==> config.mk <==
export PLATFORM = sky130hd
export DESIGN_NAME = muldiv_ctrl_flat
export DESIGN_NICKNAME = d
export VERILOG_FILES = /design/src/rtl/muldiv_if.sv /design/src/rtl/muldiv_ctrl.sv /design/src/flat_wrapper.sv
export SDC_FILE = /design/constraint.sdc
export NUM_CORES = 1
export LEC_CHECK = 0
export ABC_AREA = 1
export CAP_MARGIN = 40
export CORE_MARGIN = 2
export CORE_UTILIZATION = 45
export DETAILED_ROUTE_END_ITERATION = 6
export DONT_BUFFER_PORTS = 1
export GPL_TIMING_DRIVEN = 0
export PLACE_DENSITY = 0.7
export RECOVER_POWER = 100
export SYNTH_ARGS = -nofsm -noshare
export SYNTH_HDL_FRONTEND = slang
export SYNTH_SLANG_ARGS = --single-unit
==> constraint.sdc <==
create_clock -name clk -period 2 [get_ports clk]
set_input_delay 0.2 -clock clk [delete_from_list [all_inputs] [get_ports clk]]
set_output_delay 0.2 -clock clk [all_outputs]
set_load 0.01 [all_outputs]
==> src/rtl/muldiv_if.sv <==
// Handshake bundle between the EX-stage divide issue logic and the divide/stall controller.
// The master side is the pipeline (EX/ID); the slave side is muldiv_ctrl.
interface muldiv_if #(
    parameter int DATA_W = 32
);
    logic                  stallreq_id;
    logic                  div_start;
    logic                  div_signed;
    logic [DATA_W-1:0]     div_opdata1;
    logic [DATA_W-1:0]     div_opdata2;
    logic                  div_annul;
    logic [2*DATA_W-1:0]   div_result;
    logic                  div_ready;
    logic [5:0]            stall;

    modport master (
        output stallreq_id, div_start, div_signed, div_opdata1, div_opdata2, div_annul,
        input  div_result, div_ready, stall
    );

    modport slave (
        input  stallreq_id, div_start, div_signed, div_opdata1, div_opdata2, div_annul,
        output div_result, div_ready, stall
    );
endinterface

==> src/rtl/muldiv_ctrl.sv <==
// Restoring divide sequencer (DIV/DIVU, one quotient bit per cycle) and the merged
// pipeline stall vector for PC, IF/ID, ID/EX, EX/MEM, MEM/WB and WB.
module muldiv_ctrl #(
    parameter int DATA_W = 32
) (
    input  logic      clk,
    input  logic      rst,
    muldiv_if.slave   bus
);
    localparam int CNT_W = $clog2(DATA_W) + 1;
    localparam logic [CNT_W-1:0] ITER = CNT_W'(DATA_W);

    typedef enum logic [1:0] {IDLE, BYZERO, ON, END} state_t;

    state_t                state, state_nxt;
    logic [CNT_W-1:0]      cnt;
    logic [DATA_W-1:0]     rem_acc;
    logic [DATA_W-1:0]     quot;
    logic [DATA_W-1:0]     divisor;
    logic                  q_neg;
    logic                  r_neg;
    logic [2*DATA_W-1:0]   result;
    logic                  ready;
    logic                  launch;
    logic [DATA_W:0]       partial;
    logic [DATA_W+1:0]     diff;
    logic                  borrow;
    logic                  stallreq_ex;
    logic [5:0]            stall_vec;

    // Absolute value for signed operands; the most negative value maps onto itself,
    // which is still the correct unsigned magnitude.
    function automatic logic [DATA_W-1:0] magnitude(input logic signed [DATA_W-1:0] v,
                                                    input logic is_signed);
        logic signed [DATA_W-1:0] neg;
        neg = -v;
        return (is_signed && v[DATA_W-1]) ? $unsigned(neg) : $unsigned(v);
    endfunction

    function automatic logic [DATA_W-1:0] sign_fix(input logic [DATA_W-1:0] v,
                                                   input logic negate);
        logic signed [DATA_W-1:0] sv;
        sv = $signed(v);
        return negate ? $unsigned(-sv) : v;
    endfunction

    assign launch = bus.div_start && !bus.div_annul;

    // The bit shifted out of rem_acc is kept as the 33rd trial bit so divisors above
    // 2^(DATA_W-1) still divide correctly.
    always_comb begin
        partial = {rem_acc, quot[DATA_W-1]};
        diff    = {1'b0, partial} - {2'b00, divisor};
        borrow  = diff[DATA_W+1];
    end

    always_comb begin
        state_nxt = state;
        case (state)
            IDLE:    if (launch) state_nxt = (bus.div_opdata2 == '0) ? BYZERO : ON;
            BYZERO:  state_nxt = END;
            ON: begin
                if (bus.div_annul)     state_nxt = IDLE;
                else if (cnt == ITER)  state_nxt = END;
            end
            END:     if (!bus.div_start) state_nxt = IDLE;
            default: state_nxt = IDLE;
        endcase
    end

    always_ff @(posedge clk) begin
        if (rst) begin
            state   <= IDLE;
            cnt     <= '0;
            rem_acc <= '0;
            quot    <= '0;
            divisor <= '0;
            q_neg   <= 1'b0;
            r_neg   <= 1'b0;
            result  <= '0;
            ready   <= 1'b0;
        end else begin
            state <= state_nxt;
            case (state)
                IDLE: begin
                    ready <= 1'b0;
                    if (launch) begin
                        rem_acc <= '0;
                        quot    <= magnitude(bus.div_opdata1, bus.div_signed);
                        divisor <= magnitude(bus.div_opdata2, bus.div_signed);
                        q_neg   <= bus.div_signed & (bus.div_opdata1[DATA_W-1] ^ bus.div_opdata2[DATA_W-1]);
                        r_neg   <= bus.div_signed & bus.div_opdata1[DATA_W-1];
                        cnt     <= '0;
                    end
                end
                BYZERO: begin
                    result <= '0;
                    ready  <= 1'b1;
                end
                ON: begin
                    if (!bus.div_annul) begin
                        if (cnt != ITER) begin
                            rem_acc <= borrow ? partial[DATA_W-1:0] : diff[DATA_W-1:0];
                            quot    <= {quot[DATA_W-2:0], ~borrow};
                            cnt     <= cnt + 1'b1;
                        end else begin
                            result <= {sign_fix(rem_acc, r_neg), sign_fix(quot, q_neg)};
                            ready  <= 1'b1;
                        end
                    end
                end
                END: if (!bus.div_start) ready <= 1'b0;
                default: ready <= 1'b0;
            endcase
        end
    end

    // EX stall holds everything up to EX/MEM; MEM/WB and WB keep draining.
    assign stallreq_ex = bus.div_start & ~ready;

    always_comb begin
        stall_vec = 6'b000000;
        if (rst)                  stall_vec = 6'b000000;
        else if (stallreq_ex)     stall_vec = 6'b001111;
        else if (bus.stallreq_id) stall_vec = 6'b000111;
    end

    assign bus.div_result = result;
    assign bus.div_ready  = ready;
    assign bus.stall      = stall_vec;
endmodule
==> src/flat_wrapper.sv <==
// flat-port wrapper written by rule: the top's interface ports become plain ports
module muldiv_ctrl_flat 
#(
    parameter int DATA_W = 32
)
  (clk, rst, bus_stallreq_id, bus_div_start, bus_div_signed, bus_div_opdata1, bus_div_opdata2, bus_div_annul, bus_div_result, bus_div_ready, bus_stall);
  muldiv_if #(.DATA_W(DATA_W)) bus_i ();
  input  logic clk;
  input  logic rst;
  input wire logic [$bits(bus_i.stallreq_id)-1:0] bus_stallreq_id;
  input wire logic [$bits(bus_i.div_start)-1:0] bus_div_start;
  input wire logic [$bits(bus_i.div_signed)-1:0] bus_div_signed;
  input wire logic [$bits(bus_i.div_opdata1)-1:0] bus_div_opdata1;
  input wire logic [$bits(bus_i.div_opdata2)-1:0] bus_div_opdata2;
  input wire logic [$bits(bus_i.div_annul)-1:0] bus_div_annul;
  output wire logic [$bits(bus_i.div_result)-1:0] bus_div_result;
  output wire logic [$bits(bus_i.div_ready)-1:0] bus_div_ready;
  output wire logic [$bits(bus_i.stall)-1:0] bus_stall;
  assign bus_i.stallreq_id = bus_stallreq_id;
  assign bus_i.div_start = bus_div_start;
  assign bus_i.div_signed = bus_div_signed;
  assign bus_i.div_opdata1 = bus_div_opdata1;
  assign bus_i.div_opdata2 = bus_div_opdata2;
  assign bus_i.div_annul = bus_div_annul;
  assign bus_div_result = bus_i.div_result;
  assign bus_div_ready = bus_i.div_ready;
  assign bus_stall = bus_i.stall;
  muldiv_ctrl #(.DATA_W(DATA_W)) u_core (.clk(clk), .rst(rst), .bus(bus_i));
endmodule
# Word level (Yosys, flattened, before mapping)
# Index checks and enable logic that the tools add are counted.
# word_totals
regBits,171
inputBits,70
out_inout_bits,71
elab_cells,78
# classes
add_sub_neg,6
n_eq_ne,11
muxes,33
n_bitwise,6
reduce_logical,13
# ops
operator,n
32-bit two-way mux,11
64-bit two-way mux,2
32-bit negator,4
32-bit case mux with 2 select lines,2
64-bit case mux with 2 select lines,1
33-bit by 32-bit subtractor with 34-bit output,1
32-bit zero test,1
6-bit two-way mux,5
6-bit case mux with 2 select lines,1
2-bit two-way mux,5
3-bit AND reduction,3
2-bit case mux with 4 select lines,1
6-bit by 1-bit adder with 6-bit output (second input constant),1
6-bit == test (second input constant),1
2-bit inequality test (second input constant),3
6-bit inequality test (second input constant),1
2-bit == test (second input constant),2
2-bit by 1-bit inequality test with 1-bit output (second input constant),2
1-bit case mux with 4 select lines,1
4-bit AND reduction,1
2-bit nonzero test,2
1-bit bitwise AND,3
1-bit logical AND,3
1-bit two-way mux,3
other kinds (8),9

# Depth between registers and ports, before layout
# logic_depth
word_depth,5
depth_mapped,16
depth_no_buf,16

# Worst setup path after synthesis
# OpenSTA, ideal clock, no wires.
# synth_timing
path_kind,reg2reg
startpoint,reg u_core.quot[31]
endpoint,reg u_core.rem_acc[28]
setup_ns,0.132
arrival_ns,1.817
required_time_ns,1.868
setup_slack_ns,0.051
path_stages_with_launch,16
n_path_buf,0
period_less_slack_ns,1.949
path_cell_list,dfxtp_1 inv_1 ha_1 fa_1 inv_1 nand3_1 nand3_1 nand2_1 nand2_1 nand2_1 nand2_1 nand2_1 nand3_1 nand3_1 nand2_1 a21oi_1
# synth_via
elab_chain_cells,5
# synth_rtl
item,line_no,rtl
"start, declared",muldiv_ctrl.sv:18,logic [DATA_W-1:0] quot;
"start signal, assigned",muldiv_ctrl.sv:89,"quot <= magnitude(bus.div_opdata1, bus.div_signed);"
"start signal, assigned",muldiv_ctrl.sv:104,"quot <= {quot[DATA_W-2:0], ~borrow};"
33-bit by 32-bit subtractor with 34-bit output,muldiv_ctrl.sv:53,"diff = {1'b0, partial} - {2'b00, divisor};"
32-bit two-way mux,muldiv_ctrl.sv:103,rem_acc <= borrow ? partial[DATA_W-1:0] : diff[DATA_W-1:0];
32-bit two-way mux,muldiv_ctrl.sv:102,if (cnt != ITER) begin
32-bit two-way mux,muldiv_ctrl.sv:101,if (!bus.div_annul) begin
32-bit case mux with 2 select lines,muldiv_ctrl.sv:84,case (state)
"end signal, assigned",muldiv_ctrl.sv:103,
"end, declared",muldiv_ctrl.sv:17,logic [DATA_W-1:0] rem_acc;
# Every way passes these cells. The select of a mux whose other input is x is not followed.
# A chain may end at the register's enable or synchronous reset.

# Worst setup path after layout
# layout_timing
startpoint,reg u_core.divisor[19]
endpoint,reg u_core.rem_acc[27]
# layout_via
elab_chain_cells,5
# layout_rtl
item,line_no,rtl
"start, declared",muldiv_ctrl.sv:19,logic [DATA_W-1:0] divisor;
"start signal, assigned",muldiv_ctrl.sv:90,"divisor <= magnitude(bus.div_opdata2, bus.div_signed);"
33-bit by 32-bit subtractor with 34-bit output,muldiv_ctrl.sv:53,
32-bit two-way mux,muldiv_ctrl.sv:103,
32-bit two-way mux,muldiv_ctrl.sv:102,
32-bit two-way mux,muldiv_ctrl.sv:101,
32-bit case mux with 2 select lines,muldiv_ctrl.sv:84,
# Every way passes these cells. The select of a mux whose other input is x is not followed.

==> summary.md <==
| Metric | Value |
|---|---|
| Root Driver | `clkbuf_16` |
| DRT iter0 DRCs | `roughly 1600` |
| Arrival time worst endpoint | `around 2.4 ns` |
| CP Max Fanout | `7` |
| Most used cell, CP | `nand2_2` |
| Max Cap Viol | `0` |
| Primary FF master, synth | `dfxtp_1` |
| DPL Wire Length | `36.77 mm` |
| # setup viols final | `just under 70` |
| Total Routed Length | `49.75 mm` |
| WL per Instance | `18.55 um` |
| Share of layout cells above drive strength 1 | `0.2302` |
| Failing checks | `negative setup slack` |
| Hold Crit Class | `in2reg` |
| Final worst slack | `-0.1078 ns` |
| Register bit total from synthesis | `between 150 and 200` |
| Switching pwr | `between 6000 and 7000 uW` |
| Detailed Routing Iterations Pass 1 | `5` |
| Post-synth EDFFs | `0` |
| Antenna Nets Post-Route | `0` |
| H-tree depth | `4` |
| CTS tree | `built` |
| Fin area | `0.01657 mm2` |
| Reg2reg path depth | `15` |
| Die Y | `approximately 170 um` |
| Final Skew | `0.01829 ns` |
| Reg2reg end | `u_core.rem_acc[27]` |
| Number of cells on the critical path | `15` |
| Power per cell area | `between 800 and 900 mW/mm2` |
| Vias in the first global route | `roughly 14000` |
| Synth warn | `0` |
| Final slew viol count | `0` |
| Layout area overhead | `27.30%` |
| First-pass GRT wire length | `between 70 and 80 mm` |
| Static Leak | `around 0.0075 uW` |
| Ys async rst share | `0` |
| Largest net degree at the start of global routing | `19` |
| Final Power | `roughly 15000 uW` |
| Clock edge transition at the registers on the reported setup and hold paths | `0.07 ns` |
| Final-report hold violation count | `0` |
| Die ar. | `about 0.03 mm2` |
| CTS buffer count | `17` |
| Floorplan row count | `62` |
| Top post-synthesis cells by area | `dfxtp_1, nand2_1, inv_1` |
| Critical setup path kind | `reg2reg` |
| Vias | `15340` |
| GRT overflow | `0` |
| Critical Path Source Type | `flip-flop` |
| Reg2reg start | `u_core.divisor[19]` |
| Post-synthesis cell count | `2158` |
| Insertion delay to the later sink of the worst-skew pair | `0.45 ns` |
| Synth cell types | `55` |
| Status | `finished with violations` |
| Met3 routed WL | `around 4.6 mm` |
| Slowest CP cell | `dfxtp_2` |
| Residual DRC | `0` |
| Number of fill cells | `~2700` |
| Chip Width | `around 170 um` |
| Clock buffer depth | `2` |
| Nets | `roughly 2400` |
| Logic pwr share | `0.494` |
| Top post-synthesis cells by count | `nand2_1, inv_1, nand3_1` |
| Met2 wire length | `about 22 mm` |
| Met1 WL | `20.83 mm` |
| Synth Area per Inst | `about 6.0 um2` |
| Sequential share of power | `0.277` |
| Placed inst area | `between 0.01 and 0.015 mm2` |
| Peak supply drop | `around 690 uV` |
| I/O Pins | `about 140` |
| Unrepaired setup endpoints after global routing | `yes` |
| Crit path cell chain | `inv_2, ha_4, nand2_4, inv_1, nand2_1, nand2_2, a21oi_4, nor2_4, nor2_8, nand2_8, buf_12, nand2_8, nand2_2, nand2_2, a21oi_1` |
| Max-Slew Margin vs Limit | `0.3781` |
| Switching share of power | `0.4568` |
| Period utilization | `1.054` |
| Sequential area share after synthesis | `0.2630` |
| Crit. Startpoint | `u_core.divisor[19]` |
| Req. time, crit path | `2.29 ns` |
| Worst path bufs/invs | `3` |
| Clock power share | `0.229` |
| Clock sink count | `between 150 and 200` |
| Final min period | `roughly 2.1 ns` |
| Maximum clock rate | `around 470 MHz` |
| Highest metal used | `met4` |
| R2r setup slk | `-0.11 ns` |
| Initial Util | `0.4547` |
| Final GP Congestion | `around 1.0` |
| Top delay family on crit path | `simple AND/OR/NAND/NOR gates` |
| Post-Syn Area | `roughly 0.013 mm2` |
| # diodes | `0` |
| Area of the multi-input gates | `approximately 0.0093 mm2` |
| Yosys top cell area share | `0.2630` |
| Slew @ Worst Pin | `0.9328 ns` |
| Pint | `approximately 7900 uW` |
| Register Area | `0.003547 mm2` |
| GRT Util Overall | `0.3112` |
| CP peak stage delay | `about 0.33 ns` |
| CP Capture Point | `u_core.rem_acc[27]` |
| Crit. End Element | `flip-flop` |
| Initial antenna violation count | `0` |
| Core area | `approximately 0.029 mm2` |
| Synth area leader | `dfxtp_1` |
| DR vias/cell | `approximately 5.7` |
| Port Buffer Count | `0` |
| Most numerous cell in the Yosys netlist | `nand2_1` |
| Setup tns final | `-2.608 ns` |
[cells in the final DEF, fill, tap and decap left out, types with 8 or more instances in the layout]
master and instances:
inv_2 34, nand2_1 538, clkbuf_2 13, nand4_1 33, nand2_4 22, nand3_2 37
xor2_1 25, o21ai_1 11, nor3_1 31, a31oi_1 8, ha_1 8, or2_2 8
nand3b_1 15, dfxtp_1 110, nor2_4 15, o211ai_1 15, inv_4 14, buf_4 82
nand3_1 192, o21ai_0 84, xnor2_1 15, dfxtp_2 42, a21oi_2 22, clkbuf_16 18
a22oi_1 24, dfxtp_4 19, nor2_1 142, buf_6 14, clkbuf_1 28, nor2_2 18
dlygate4sd3_1 26, a21oi_1 170, inv_1 258, ha_4 33, buf_2 8, nand2_2 62
[worst min-delay path by stage]
stage                     cells past startpoint                 end  slack, ns                 from
after floorplan                               2  u_core.divisor[21]       0.35  bus_div_opdata2[21]
after global placement                        2  u_core.divisor[21]       0.36  bus_div_opdata2[21]
after detailed placement                      2  u_core.divisor[21]       0.36  bus_div_opdata2[21]
after CTS                                     3      u_core.quot[3]      0.003   bus_div_opdata1[3]
after global routing                          3   u_core.divisor[6]       0.02   bus_div_opdata2[6]
final                                         3      u_core.quot[3]      0.004   bus_div_opdata1[3]
[tightest hold or removal path: cells and delay by family]
| family | cells | cell delay [ns] |
|---|---|---|
| AOI/OAI and AO/OA | 1 | 0.08 |
| and+or+nand+nor | 2 | 0.12 |
[stage by stage]
step | util | setup slack (ns) | hold WS (ns) | instances
detailed placement | 0.4720 | -0.6257 | 0.3622 | 2544
floorplan | - | 0.05111 | 0.3495 | 2159
finish | 0.5789 | -0.1078 | 0.004148 | 2682
global placement | 0.4716 | -0.5903 | 0.3637 | 2543
global route | 0.5789 | -0.2270 | 0.01755 | 2682
CTS | 0.5501 | -0.03670 | 0.002529 | 2660
[cell type report]
cell class | count | share of cell area
Buffer | 78 | 0.03058
Clock buffer | 17 | 0.02567
Clock inverter | 15 | 0.009363
Inverter | 311 | 0.07362
Multi-Input combinational cell | 1598 | 0.5589
Sequential cell | 171 | 0.2141
Tap cell | 384 | 0.02900
Timing Repair Buffer | 108 | 0.05882
[logic make-up (layout without fill, tap and decap cells)]
logic type,count (synthesis),in the layout,share of synthesized area
AOI/OAI and AO/OA,356,356,0.1535
xor gates and xnor gates,44,44,0.02961
adders and majority gates,43,43,0.04191
buffers and inverters,390,529,0.1215
DFF,171,171,0.2630
other,1,2,0.0002881
and+or+nand+nor,1153,1153,0.3902
[sequential cells by signal, indices dropped and copies added (netlist names)]
| name | count |
|---|---|
| u_core.q_neg | 1 |
| u_core.divisor | 32 |
| u_core.state | 2 |
| u_core.bus.div_result | 64 |
| u_core.bus.div_ready | 1 |
| u_core.quot | 32 |
| u_core.r_neg | 1 |
| u_core.rem_acc | 32 |
| u_core.cnt | 6 |
[power by group through the flow]
stage / logic [uW] / clock network (uW) / registers [uW]
floorplan: 3920 / 0 / 3960
global placement: 5230 / 0 / 4060
CTS: 6270 / 3340 / 4020
finish: 7220 / 3340 / 4060
detailed placement: 5270 / 0 / 4070
global route: 7750 / 3490 / 4090
[routing by layer]
layer | GRT usage | vias to the layer above
li1 | - | 7273
met1 | 0.4201 | 7087
met2 | 0.4970 | 848
met3 | 0.04899 | 136
met4 | 0.1243 | 0
met5 | 0 | -
[repair_timing]
item	in CTS	in global routing
resized for setup	244	217
hold buffers	27	0
buffers inserted	56	24
setup endpoints to repair	163	143
cloned	1	1
pin swaps	61	68
endpoints found under the hold margin	25	0
Note: power is estimated with default switching activity, not from simulation.
